<file path="src/rtl/core_ifu_fetch.sv">
// rtl/core_ifu_fetch.sv - instruction fetch unit: PC, credit-limited fetch, instruction FIFO, redirect flush
// Optional feature macro: IFU_MISALIGN_TRAP_EN (adds fetch_misalign and a stop state on misaligned redirect targets)
module core_ifu_fetch #(
  parameter logic [63:0] RESET_PC  = 64'h0000_0000_8000_0000,
  parameter int          BUF_DEPTH = 2,
  parameter int          PTR_W     = 1
) (
  input  logic        clk,
  input  logic        rst,
  output logic        imem_req_valid,
  input  logic        imem_req_ready,
  output logic [63:0] imem_req_addr,
  input  logic        imem_resp_valid,
  input  logic [31:0] imem_resp_data,
  output logic        instr_valid,
  input  logic        instr_ready,
  output logic [31:0] instr_o,
  output logic [63:0] instr_pc,
  input  logic        redirect,
  input  logic [63:0] redirect_pc
`ifdef IFU_MISALIGN_TRAP_EN
  ,
  output logic        fetch_misalign
`endif
);

  typedef enum logic [1:0] {
    RUN   = 2'd0,
    FLUSH = 2'd1,
    STOP  = 2'd2
  } state_t;

  localparam logic [PTR_W+1:0] DEPTH_W = BUF_DEPTH[PTR_W+1:0];

  state_t state, state_next;

  logic [63:0]    fetch_pc;
  logic [PTR_W:0] outstanding, outstanding_next;
  logic [PTR_W:0] drop_cnt, drop_next;
  logic [PTR_W:0] fifo_count;
  logic [PTR_W-1:0] rd_ptr, wr_ptr;
  logic [PTR_W-1:0] pcq_rd, pcq_wr;
  logic           start_q;

  logic [31:0] data_mem [BUF_DEPTH];
  logic [63:0] pc_mem   [BUF_DEPTH];
  logic [63:0] pcq_mem  [BUF_DEPTH];

  logic [PTR_W+1:0] credit_used;
  logic             req_fire;
  logic             resp_fire;
  logic             resp_drop;
  logic             push;
  logic             pop;
  logic             misalign_hit;
  logic [63:0]      target_pc;

  // Requests are throttled so that every in-flight word already owns a FIFO slot.
  assign credit_used    = {1'b0, outstanding} + {1'b0, fifo_count};
  assign imem_req_valid = !rst && !start_q && (state == RUN) && !redirect && (credit_used < DEPTH_W);
  assign imem_req_addr  = fetch_pc;
  assign req_fire       = imem_req_valid && imem_req_ready;

  // Responses with nothing outstanding belong to requests abandoned by reset.
  assign resp_fire = !rst && imem_resp_valid && (outstanding != '0);
  assign resp_drop = resp_fire && (drop_cnt != '0);
  assign push      = resp_fire && !resp_drop && !redirect;

  assign instr_valid = !rst && (fifo_count != '0);
  assign pop         = instr_valid && instr_ready && !redirect;
  assign instr_o     = instr_valid ? data_mem[rd_ptr] : '0;
  assign instr_pc    = instr_valid ? pc_mem[rd_ptr] : '0;

  assign target_pc = {redirect_pc[63:2], 2'b00};

`ifdef IFU_MISALIGN_TRAP_EN
  assign misalign_hit = redirect && (redirect_pc[1:0] != 2'b00);
`else
  logic unused_pc_bits;
  assign unused_pc_bits = ^redirect_pc[1:0];
  assign misalign_hit   = 1'b0;
`endif

  // Outstanding count and stale-response budget for the coming cycle.
  always_comb begin
    outstanding_next = outstanding;
    if (req_fire && !resp_fire) begin
      outstanding_next = outstanding + 1'b1;
    end else if (!req_fire && resp_fire) begin
      outstanding_next = outstanding - 1'b1;
    end
    drop_next = drop_cnt;
    if (redirect) begin
      drop_next = outstanding_next;
    end else if (resp_drop) begin
      drop_next = drop_cnt - 1'b1;
    end
  end

  // Next-state logic: FLUSH lasts exactly as long as stale responses remain.
  always_comb begin
    state_next = state;
    case (state)
      RUN, FLUSH: begin
        if (misalign_hit) begin
          state_next = STOP;
        end else if (redirect) begin
          state_next = (outstanding_next != '0) ? FLUSH : RUN;
        end else if ((state == FLUSH) && (drop_next == '0)) begin
          state_next = RUN;
        end
      end
      STOP:    state_next = STOP;
      default: state_next = RUN;
    endcase
  end

  // Control state: PC, counters, queue pointers; redirect clears both queues.
  always_ff @(posedge clk) begin
    if (rst) begin
      state       <= RUN;
      fetch_pc    <= RESET_PC;
      outstanding <= '0;
      drop_cnt    <= '0;
      fifo_count  <= '0;
      rd_ptr      <= '0;
      wr_ptr      <= '0;
      pcq_rd      <= '0;
      pcq_wr      <= '0;
      start_q     <= 1'b1;
    end else begin
      state       <= state_next;
      outstanding <= outstanding_next;
      drop_cnt    <= drop_next;
      start_q     <= 1'b0;
      if (redirect) begin
        fetch_pc   <= target_pc;
        fifo_count <= '0;
        rd_ptr     <= '0;
        wr_ptr     <= '0;
        pcq_rd     <= '0;
        pcq_wr     <= '0;
      end else begin
        if (req_fire) begin
          fetch_pc <= fetch_pc + 64'd4;
          pcq_wr   <= pcq_wr + 1'b1;
        end
        if (resp_fire && !resp_drop) begin
          pcq_rd <= pcq_rd + 1'b1;
        end
        if (push) begin
          wr_ptr <= wr_ptr + 1'b1;
        end
        if (pop) begin
          rd_ptr <= rd_ptr + 1'b1;
        end
        if (push && !pop) begin
          fifo_count <= fifo_count + 1'b1;
        end else if (!push && pop) begin
          fifo_count <= fifo_count - 1'b1;
        end
      end
    end
  end

  // Storage: PC captured at request time, paired with its word on response.
  always_ff @(posedge clk) begin
    if (req_fire) begin
      pcq_mem[pcq_wr] <= fetch_pc;
    end
    if (push) begin
      data_mem[wr_ptr] <= imem_resp_data;
      pc_mem[wr_ptr]   <= pcq_mem[pcq_rd];
    end
  end

`ifdef IFU_MISALIGN_TRAP_EN
  // Sticky trap flag, cleared only by reset.
  always_ff @(posedge clk) begin
    if (rst) begin
      fetch_misalign <= 1'b0;
    end else if (misalign_hit) begin
      fetch_misalign <= 1'b1;
    end
  end
`endif

endmodule

</file>
<file path="config.mk">
export PLATFORM = sky130hd
export DESIGN_NAME = core_ifu_fetch
export DESIGN_NICKNAME = d
export VERILOG_FILES = /design/src/rtl/core_ifu_fetch.sv
export SDC_FILE = /design/constraint.sdc
export NUM_CORES = 1
export LEC_CHECK = 0
export ABC_AREA = 1
export ABC_CLOCK_PERIOD_IN_PS = 19700
export CORE_MARGIN = 3
export CORE_UTILIZATION = 24
export CTS_CLUSTER_SIZE = 25
export DETAILED_ROUTE_END_ITERATION = 12
export PLACE_DENSITY_LB_ADDON = 0.15
export SETUP_SLACK_MARGIN = 0.15
export SYNTH_ARGS = -nofsm -noshare
export SYNTH_HDL_FRONTEND = slang
export SYNTH_SLANG_ARGS = --single-unit
</file>
<file path="constraint.sdc">
create_clock -name clk -period 19.7 [get_ports clk]
set_clock_uncertainty 0.1 [all_clocks]
set_input_delay 3.94 -clock clk [delete_from_list [all_inputs] [get_ports clk]]
set_output_delay 3.94 -clock clk [all_outputs]
set_load 0.01 [all_outputs]
</file>
==> summary.txt, run 1 <==
status = finished clean
P&R area growth vs syn = 29.37%
core area = 71730 sq um
cell taking the most area after synthesis = edfxtp_1
Final Critical Period = 10090 ps
Core Util, Final = 31.46%
CP Cell Sequence = buf_2, buf_4, a21oi_4, buf_4, nand2_1, inv_1, clkdlybuf4s50_1
Syn Std Cell Area = 17450 sq um
placed instance area = 21080 sq um
worst relative slew slack = 28.48%
combinational group share of total power = 7.2%
clock-pin slew on the worst setup and hold paths = 60 ps
# IOs = 264
Reg2Reg Setup Slack = 16310 ps
Hold Worst Slack = 333.0 ps
Req. time, crit path = 15660 ps
pin count of the biggest net entering global routing = 69
hold_buf cts = 0
Pint = 1.484 mW
DRC viols = 0
Worst Reg-to-Reg Cells = 10
Inserted Clock Buffers = 45
drt total wl = 53830 um
FF/Latch Area = 10920 sq um
Initial Util = 24.32%
gr usage total = 14.08%
Die W = 275.6 um
Critical Path Source Type = input port
DR iter-0 viols = 622
final period utilization = 51.21%
Critical Path Max Stage Delay = 570 ps
DRT Pass-1 Iters = 4
asr flop ratio synth = 0%
Synth Register Bits = 389
total grt overflow = 0
clock group share of total power = 43.9%
post_cts resized = 0
post-synthesis cell count = 1616
Port Buffers = 257
Critical Path Start = rst
RSZ-0062 raised after global routing = no
Post CTS Setup Buffer Count = 0
Hold Vio Cnt, Final = 0
die area = 75960 sq um
setup TNS = 0 ps
hpwl dp = 37580 um
synth warn = 0
dominant cells by area after synthesis = edfxtp_1 (54%), mux2_2 (10%), dfxtp_1 (8.8%), nand2_1 (8.1%), inv_1 (4.4%)
maxcap violations = 0
Psw = 0.4300 mW
Multi-input gate area = 5523 sq um
Synth Flop Type = edfxtp_1
Pwr Density = 84.80 nW/um^2
initial antenna violation count = 5
vias in the first global route = 12462
CP max stage cell = buf_4
Avg Cell Area, Syn = 10.80 sq um
die height = 275.6 um
Switching Fraction = 22.47%
Clk Latency, worst-skew pair = 580 ps
most frequent cell after synthesis = nand2_1
CP Buf/Inv Count = 5
Max Fanout on Critical Path = 62
final number of max-transition violations = 0
Seq pwr share = 48.9%
count of unique library cells instantiated by Yosys = 45
Seq/Total Area, Yosys = 62.54%
Design Area, Final = 22570 sq um
Worst Tran Pin Value = 1073 ps
leakage = 8.234 nW
CTS root buf = clkbuf_16
family with the most delay on the worst path = buffers and inverters
CTS tree = built
final layout net count = 1986
Sink Count = 389
RR Endpoint = pc_mem[0][57]
Rows = 98
drt via density = 4.232
total power = 1.914 mW
final setup vio count = 0
global-route wire length before repair = 79810 um
CP dominant cell by count = buf_4
Final Wtd Congestion = 0.8779
EDFF count, synth = 312
wire per inst = 18.80 um
vias post-DR = 12120
Setup crit end kind = output port
Max VDD drop = 0.04881 mV
Final ANT Viol Nets = 0
reg-to-reg critical path startpoint = outstanding[1]
hold crit path type = reg -> reg
Clock Path Buffers = 3
H-tree levels = 2
share of the synthesized area in the top cell type = 53.70%
FMAX = 0.09911 GHz
Post-synth top cells = nand2_1 (378), edfxtp_1 (312), inv_1 (206)
Worst path depth = 7
share of cells above drive strength 1 = 14.95%
CP Class = in -> out
Setup crit end = instr_pc[30]
WP data arrival = 6050 ps
Filler cells = 7415
-- layout by cell type, fill, tap and decap left out, drive strengths merged, types with 2 or more instances in the layout --
cell           instances
mux2                 156
nand2                389
clkbuf                62
clkinvlp               3
buf                   16
xor2                  24
xnor2                  6
dfxtp                 77
nand4                 10
clkinv                11
a21oi                 55
conb                   4
bufinv                 5
a22o                   2
o211ai                 3
nor3                   9
inv                  210
a31oi                 10
a22oi                  2
or2                    3
nand3                 59
clkdlybuf4s50        255
nor2                 163
edfxtp               312
ha                     4
o21ai                 54
-- registers in the layout, indices dropped and copies added, names as in the netlist, named ones only --
name,cells
data_mem,64
drop_cnt,2
fifo_count,2
imem_req_addr,62
outstanding,2
pc_mem,124
pcq_mem,124
pcq_rd,1
pcq_wr,1
rd_ptr,1
start_q,1
state,2
wr_ptr,1
-- power by group through the flow --
stage	Clock [mW]	Sequential, mW	Combinational (mW)
2_1_floorplan	0	0.947	0.0685
3_3_place_gp	0	0.955	0.137
3_5_place_dp	0	0.956	0.139
4_1_cts	0.873	0.938	0.140
5_1_grt	0.904	0.940	0.153
6_report	0.840	0.937	0.137
-- area by class of cell --
class / instances / area share, %
timing repair buffer: 271 / 11.82
antenna: 1 / 0.01109
sequential: 389 / 48.36
tap: 950 / 5.267
clock buffer: 62 / 5.544
inverter: 210 / 3.493
clock inverter: 19 / 1.031
multi-input combinational: 962 / 24.47
-- metal layers --
metal,GRT usage (%),share of wire [%]
met2,24.40,49
met3,2.703,4.5
met5,0,0.097
met1,17.91,44
met4,3.794,2.3
-- cell families after synthesis --
| family | after synthesis | synth area share (%) |
|---|---|---|
| compound gates | 131 | 4.038 |
| xor+xnor | 30 | 1.506 |
| fa+ha+maj | 5 | 0.4017 |
| buf+inv | 268 | 6.103 |
| flops | 389 | 62.54 |
| mux | 156 | 10.07 |
| other cells | 1 | 0.02150 |
| simple gates | 636 | 15.32 |
-- how the worst min path moves through the flow --
| stage | from | to | slack [ps] | depth (start not counted) |
|---|---|---|---|---|
| floorplan | state[0] | state[1] | 310 | 1 |
| global placement | state[0] | state[1] | 320 | 1 |
| detailed placement | state[0] | state[1] | 320 | 1 |
| CTS | state[0] | state[1] | 330 | 1 |
| global route | state[0] | state[1] | 360 | 1 |
| finish | state[0] | state[1] | 330 | 1 |
-- per-stage QoR --
stage | std cells | worst slack, ps
2_1_floorplan | 1619 | 10510
3_3_place_gp | 2782 | 9525
3_5_place_dp | 2782 | 9511
4_1_cts | 2863 | 9510
5_1_grt | 2863 | 9412
6_report | 2864 | 9611
(Power assumes the default switching activity.)
==> inputs of run 2 (changes only) <==
- ABC_CLOCK_PERIOD_IN_PS: 19700 -> 8400
- clock period: 19.7 -> 8.4 ns (I/O delays scaled with it)
==> run 2 against run 1 <==
Count of clock-buffer cells in the layout decreased by 6. Critical path depth is the same. Register-to-register slack got worse by 11000 ps. Cell area is 0.30% lower. Clock power up 120%. Non-clock buffer count is 1 lower. Sequential share of layout area up 0.15 points. Global-route usage hardly changed. Worst hold slack worse by 2.2 ps. Flip-flop and latch count is the same. Utilization decreased by 0.096 points. Largest cell class unchanged.
==> summary.txt, run 2 (synthesized netlist as in run 1, its figures left out) <==
post_cts resized = 0
Clk Latency, worst-skew pair = 570 ps
Post CTS Setup Buffer Count = 0
Design Area, Final = 22500 sq um
Clock Path Buffers = 3
final setup vio count = 0
Max Fanout on Critical Path = 63
hold crit path type = reg -> reg
total grt overflow = 0
family with the most delay on the worst path = buffers and inverters
Rows = 98
DR iter-0 viols = 748
P&R area growth vs syn = 28.97%
WP data arrival = 3760 ps
CP dominant cell by count = buf_4
Worst Tran Pin Value = 1082 ps
Inserted Clock Buffers = 45
final period utilization = 65.97%
FMAX = 0.1805 GHz
initial antenna violation count = 5
Setup crit end kind = output port
placed instance area = 21080 sq um
Initial Util = 24.32%
final worst setup slack = 2859 ps
Die W = 275.6 um
CP Buf/Inv Count = 5
hpwl dp = 37420 um
maxcap violations = 0
vias post-DR = 12217
pin count of the biggest net entering global routing = 68
final number of max-transition violations = 0
CTS root buf = clkbuf_16
Largest regs = pc_mem x124, pcq_mem x124, data_mem x64
Pwr Density = 195.9 nW/um^2
most frequent cells in the layout = nand2_1 (378), edfxtp_1 (312), clkdlybuf4s50_1 (255)
drt total wl = 53910 um
Port Buffers = 257
global-route wire length before repair = 79250 um
status = finished clean
hold_buf cts = 0
wire per inst = 18.80 um
commonest non-fill, non-tap cell in the layout = nand2_1
gr usage total = 14.07%
CP max stage cell = clkdlybuf4s50_1
# IOs = 264
Critical Path Source Type = input port
H-tree levels = 2
die area = 75960 sq um
Max VDD drop = 0.1072 mV
drt via density = 4.261
CTS tree = built
setup TNS = 0 ps
setup slack at placement = 2752 ps
worst relative slew slack = 27.88%
vias in the first global route = 12396
Sink Count = 389
Final ANT Viol Nets = 0
RSZ-0062 raised after global routing = no
share of cells above drive strength 1 = 15.05%
CP Class = in -> out
final layout net count = 1985
DRC viols = 0
leakage = 8.218 nW
Critical Path Max Stage Delay = 570 ps
die height = 275.6 um
Final Critical Period = 5541 ps
DRT Pass-1 Iters = 5
clock-pin slew on the worst setup and hold paths = 50 ps
CP Cell Sequence = buf_2, buf_4, a21oi_4, buf_4, nand2_1, inv_1, clkdlybuf4s50_1
core area = 71730 sq um
Final Wtd Congestion = 0.8655
Hold Vio Cnt, Final = 0
Req. time, crit path = 6620 ps
-- run 2: cell types whose count changed in the layout (fill, tap and decap cells not counted), sizes merged --
cell | previous run | this run
buf | 16 | 15
bufinv | 5 | 3
clkbuf | 62 | 56
clkinv | 11 | 22
clkinvlp | 3 | 1
diode | 1 | 3
inv | 210 | 211
-- run 2: per-layer routing --
metal / up-vias / track usage [%] / share of wire, %
li1: 5908 / - / -
met1: 5962 / 18.21 / 45
met2: 260 / 24.02 / 48
met3: 79 / 2.625 / 4.6
met4: 8 / 3.919 / 2.4
met5: - / 0 / 0.10
-- run 2: cell type report --
class | count | area, sq um
Antenna cell | 3 | 7.507
Fill cell | 7369 | 49230
Inverter | 210 | 788.3
Timing Repair Buffer | 270 | 2660
Tap cell | 950 | 1189
Sequential cell | 389 | 10920
Multi-Input combinational cell | 962 | 5523
Clock inverter | 27 | 219.0
Clock buffer | 56 | 1199
-- run 2: per-stage QoR --
step | utilization [%] | total power, mW | hold WS [ps] | cells
finish | 31.37 | 4.408 | 330.9 | 2867
global route | 31.36 | 4.595 | 382.3 | 2864
CTS | 31.36 | 4.489 | 338.0 | 2864
detailed placement | 29.38 | 2.570 | 325.0 | 2781
global placement | 29.38 | 2.563 | 318.6 | 2781
floorplan | - | 2.382 | 306.2 | 1619
-- run 2: power by group --
part	switching (mW)	internal [mW]	total, mW
Sequential	0.0609	2.14	2.20
Clock	0.784	1.10	1.89
Combinational	0.171	0.150	0.321
Total	1.02	3.39	4.41
-- run 2: final timing paths --
path / start / end / slack [ps] / cells after the start
worst min register to register: state[0] / state[1] / 330 / 1
worst max register to register: fifo_count[0] / imem_req_addr[34] / 5030 / 13
worst max-delay path: rst / instr_pc[24] / 2860 / 7
worst min-delay path: state[0] / state[1] / 330 / 1
-- run 2: worst register-to-register path: stages (launching register included) --
cell	delay (ps)
dfxtp_1	370
nand2_1	60
inv_1	60
fa_1	400
nor2_1	90
nand2_1	90
nor2_4	160
nand2_2	320
inv_2	890
nand3_1	310
o21ai_1	190
nand2_1	70
o21ai_1	120
inv_1	40
==> inputs of run 3 (changes only) <==
- ABC_CLOCK_PERIOD_IN_PS: 8400 -> 4400
- clock period: 8.4 -> 4.4 ns (I/O delays scaled with it)
==> run 3 against run 2 <==
Non-clock buffer count increased by 10. Highest routed layer unchanged. Die area unchanged. Via count increased by 0.43%. Largest power group unchanged. Register-to-register slack got worse by 3400 ps. Worst hold slack improved by 6.2 ps. Cell area increased by 0.78%. Critical path depth decreased by 2. Sequential power increased by 91%.
==> summary.txt, run 3 (synthesized netlist as in run 1, its figures left out) <==
status = finished clean
setup slack at placement = 975.7 ps
DR iter-0 viols = 698
drt via density = 4.269
Reg2Reg Setup Slack = 1630 ps
initial antenna violation count = 2
gr usage total = 14.16%
hold endpoint = state[1]
total grt overflow = 0
DRT Pass-1 Iters = 5
die height = 275.6 um
Critical Path Source Type = register
Req. time, crit path = 3420 ps
final number of max-transition violations = 0
vias post-DR = 12269
CTS root buf = clkbuf_16
CP Buf/Inv Count = 3
drt total wl = 54680 um
maxcap violations = 0
final worst setup slack = 798.6 ps
# IOs = 264
hold_buf cts = 0
RSZ-0062 raised after global routing = no
Filler cells = 7387
final setup vio count = 0
Final Critical Period = 3601 ps
hpwl dp = 39060 um
Inserted Clock Buffers = 46
# diodes = 0
Hold Crit Depth = 1
hold_sp = state[0]
Initial Util = 24.32%
Worst Tran Pin Value = 957.7 ps
Final Wtd Congestion = 0.8886
Rows = 98
commonest non-fill, non-tap cell in the layout = nand2_1
Sink Count = 389
CP Class = reg -> out
final layout net count = 1996
setup TNS = 0 ps
post_cts resized = 0
Core Util, Final = 31.61%
FMAX = 0.2777 GHz
Hold Worst Slack = 337.1 ps
reg-to-reg critical path startpoint = fifo_count[0]
Max VDD drop = 0.2139 mV
family with the most delay on the worst path = buffers and inverters
Post CTS Setup Buffer Count = 0
P&R area growth vs syn = 29.99%
leakage = 8.284 nW
share of cells above drive strength 1 = 15.38%
vias in the first global route = 12381
pin count of the biggest net entering global routing = 64
CP Cell Sequence = buf_12, mux2_2, nand2_1, inv_1, clkdlybuf4s50_1
core area = 71730 sq um
Clock Path Buffers = 3
Hold Vio Cnt, Final = 0
Final ANT Viol Nets = 0
most frequent cells in the layout = nand2_1 (378), edfxtp_1 (312), clkdlybuf4s50_1 (255)
Critical Path Max Stage Delay = 750 ps
final period utilization = 81.85%
global-route wire length before repair = 79940 um
Clk Latency, worst-skew pair = 570 ps
Port Buffers = 257
CP max stage cell = dfxtp_4
hold crit path type = reg -> reg
CTS tree = built
worst relative slew slack = 36.15%
Setup crit end kind = output port
Worst Reg-to-Reg Cells = 14
RR Endpoint = imem_req_addr[17]
Max Fanout on Critical Path = 32
die area = 75960 sq um
Pwr Density = 371.6 nW/um^2
H-tree levels = 2
Largest regs = pc_mem x124, pcq_mem x124, data_mem x64
WP data arrival = 2620 ps
DRC viols = 0
clock-pin slew on the worst setup and hold paths = 60 ps
Die W = 275.6 um
wire per inst = 19.03 um
[run 3: worst reg2reg max path, cell delays in order (launching register included)]
cell	delay, ps
dfxtp_1	380
nand2_1	60
inv_1	60
fa_1	400
nor2_1	100
nand2_1	90
nor2_4	160
nand2_2	230
inv_2	310
buf_4	310
nand3_1	140
a21oi_1	140
o21ai_1	80
nand2_1	70
inv_1	40
[run 3: per-stage QoR]
| step | std cells | power, mW | area [sq um] |
|---|---|---|---|
| after floorplan | 1619 | 4.544 | 17480 |
| after global placement | 2791 | 4.911 | 21260 |
| after detailed placement | 2791 | 4.927 | 21260 |
| after CTS | 2874 | 8.595 | 22680 |
| after global routing | 2874 | 8.790 | 22680 |
| final | 2874 | 8.427 | 22680 |
[run 3: final cells by class]
| type | instances | area [sq um] | share of cell area [%] |
|---|---|---|---|
| flip-flops and latches | 389 | 10920 | 48.14 |
| multi-input cells | 962 | 5523 | 24.35 |
| repair buffers | 280 | 2848 | 12.56 |
| clock buffers | 59 | 1241 | 5.473 |
| well taps | 950 | 1189 | 5.242 |
| inverters | 210 | 788.3 | 3.476 |
| clock inverters | 24 | 172.7 | 0.7614 |
[run 3: how the worst max path moves through the flow]
stage,end,cells after the start,slack [ps],start
6_report,instr_o[1],5,800,register
5_1_grt,instr_o[1],5,630,register
4_1_cts,instr_pc[34],5,690,register
3_5_place_dp,data_mem[1][9],8,980,imem_resp_valid
3_3_place_gp,data_mem[1][9],8,990,imem_resp_valid
2_1_floorplan,pcq_mem[1][10],7,640,rst
[run 3: where the power goes]
group / switching, mW / total, mW / leakage, nW / internal, mW
logic: 0.334 / 0.633 / 4.12 / 0.299
clock network: 1.49 / 3.60 / 0.695 / 2.10
registers: 0.118 / 4.20 / 3.47 / 4.08
total: 1.95 / 8.43 / 8.28 / 6.48
[run 3: routing by layer]
layer,track usage [%],vias up,wire length (um)
li1,-,5925,-
met1,18.39,6039,24070
met2,24.63,246,27140
met3,2.347,57,2525
met4,3.238,2,935
met5,0,-,9
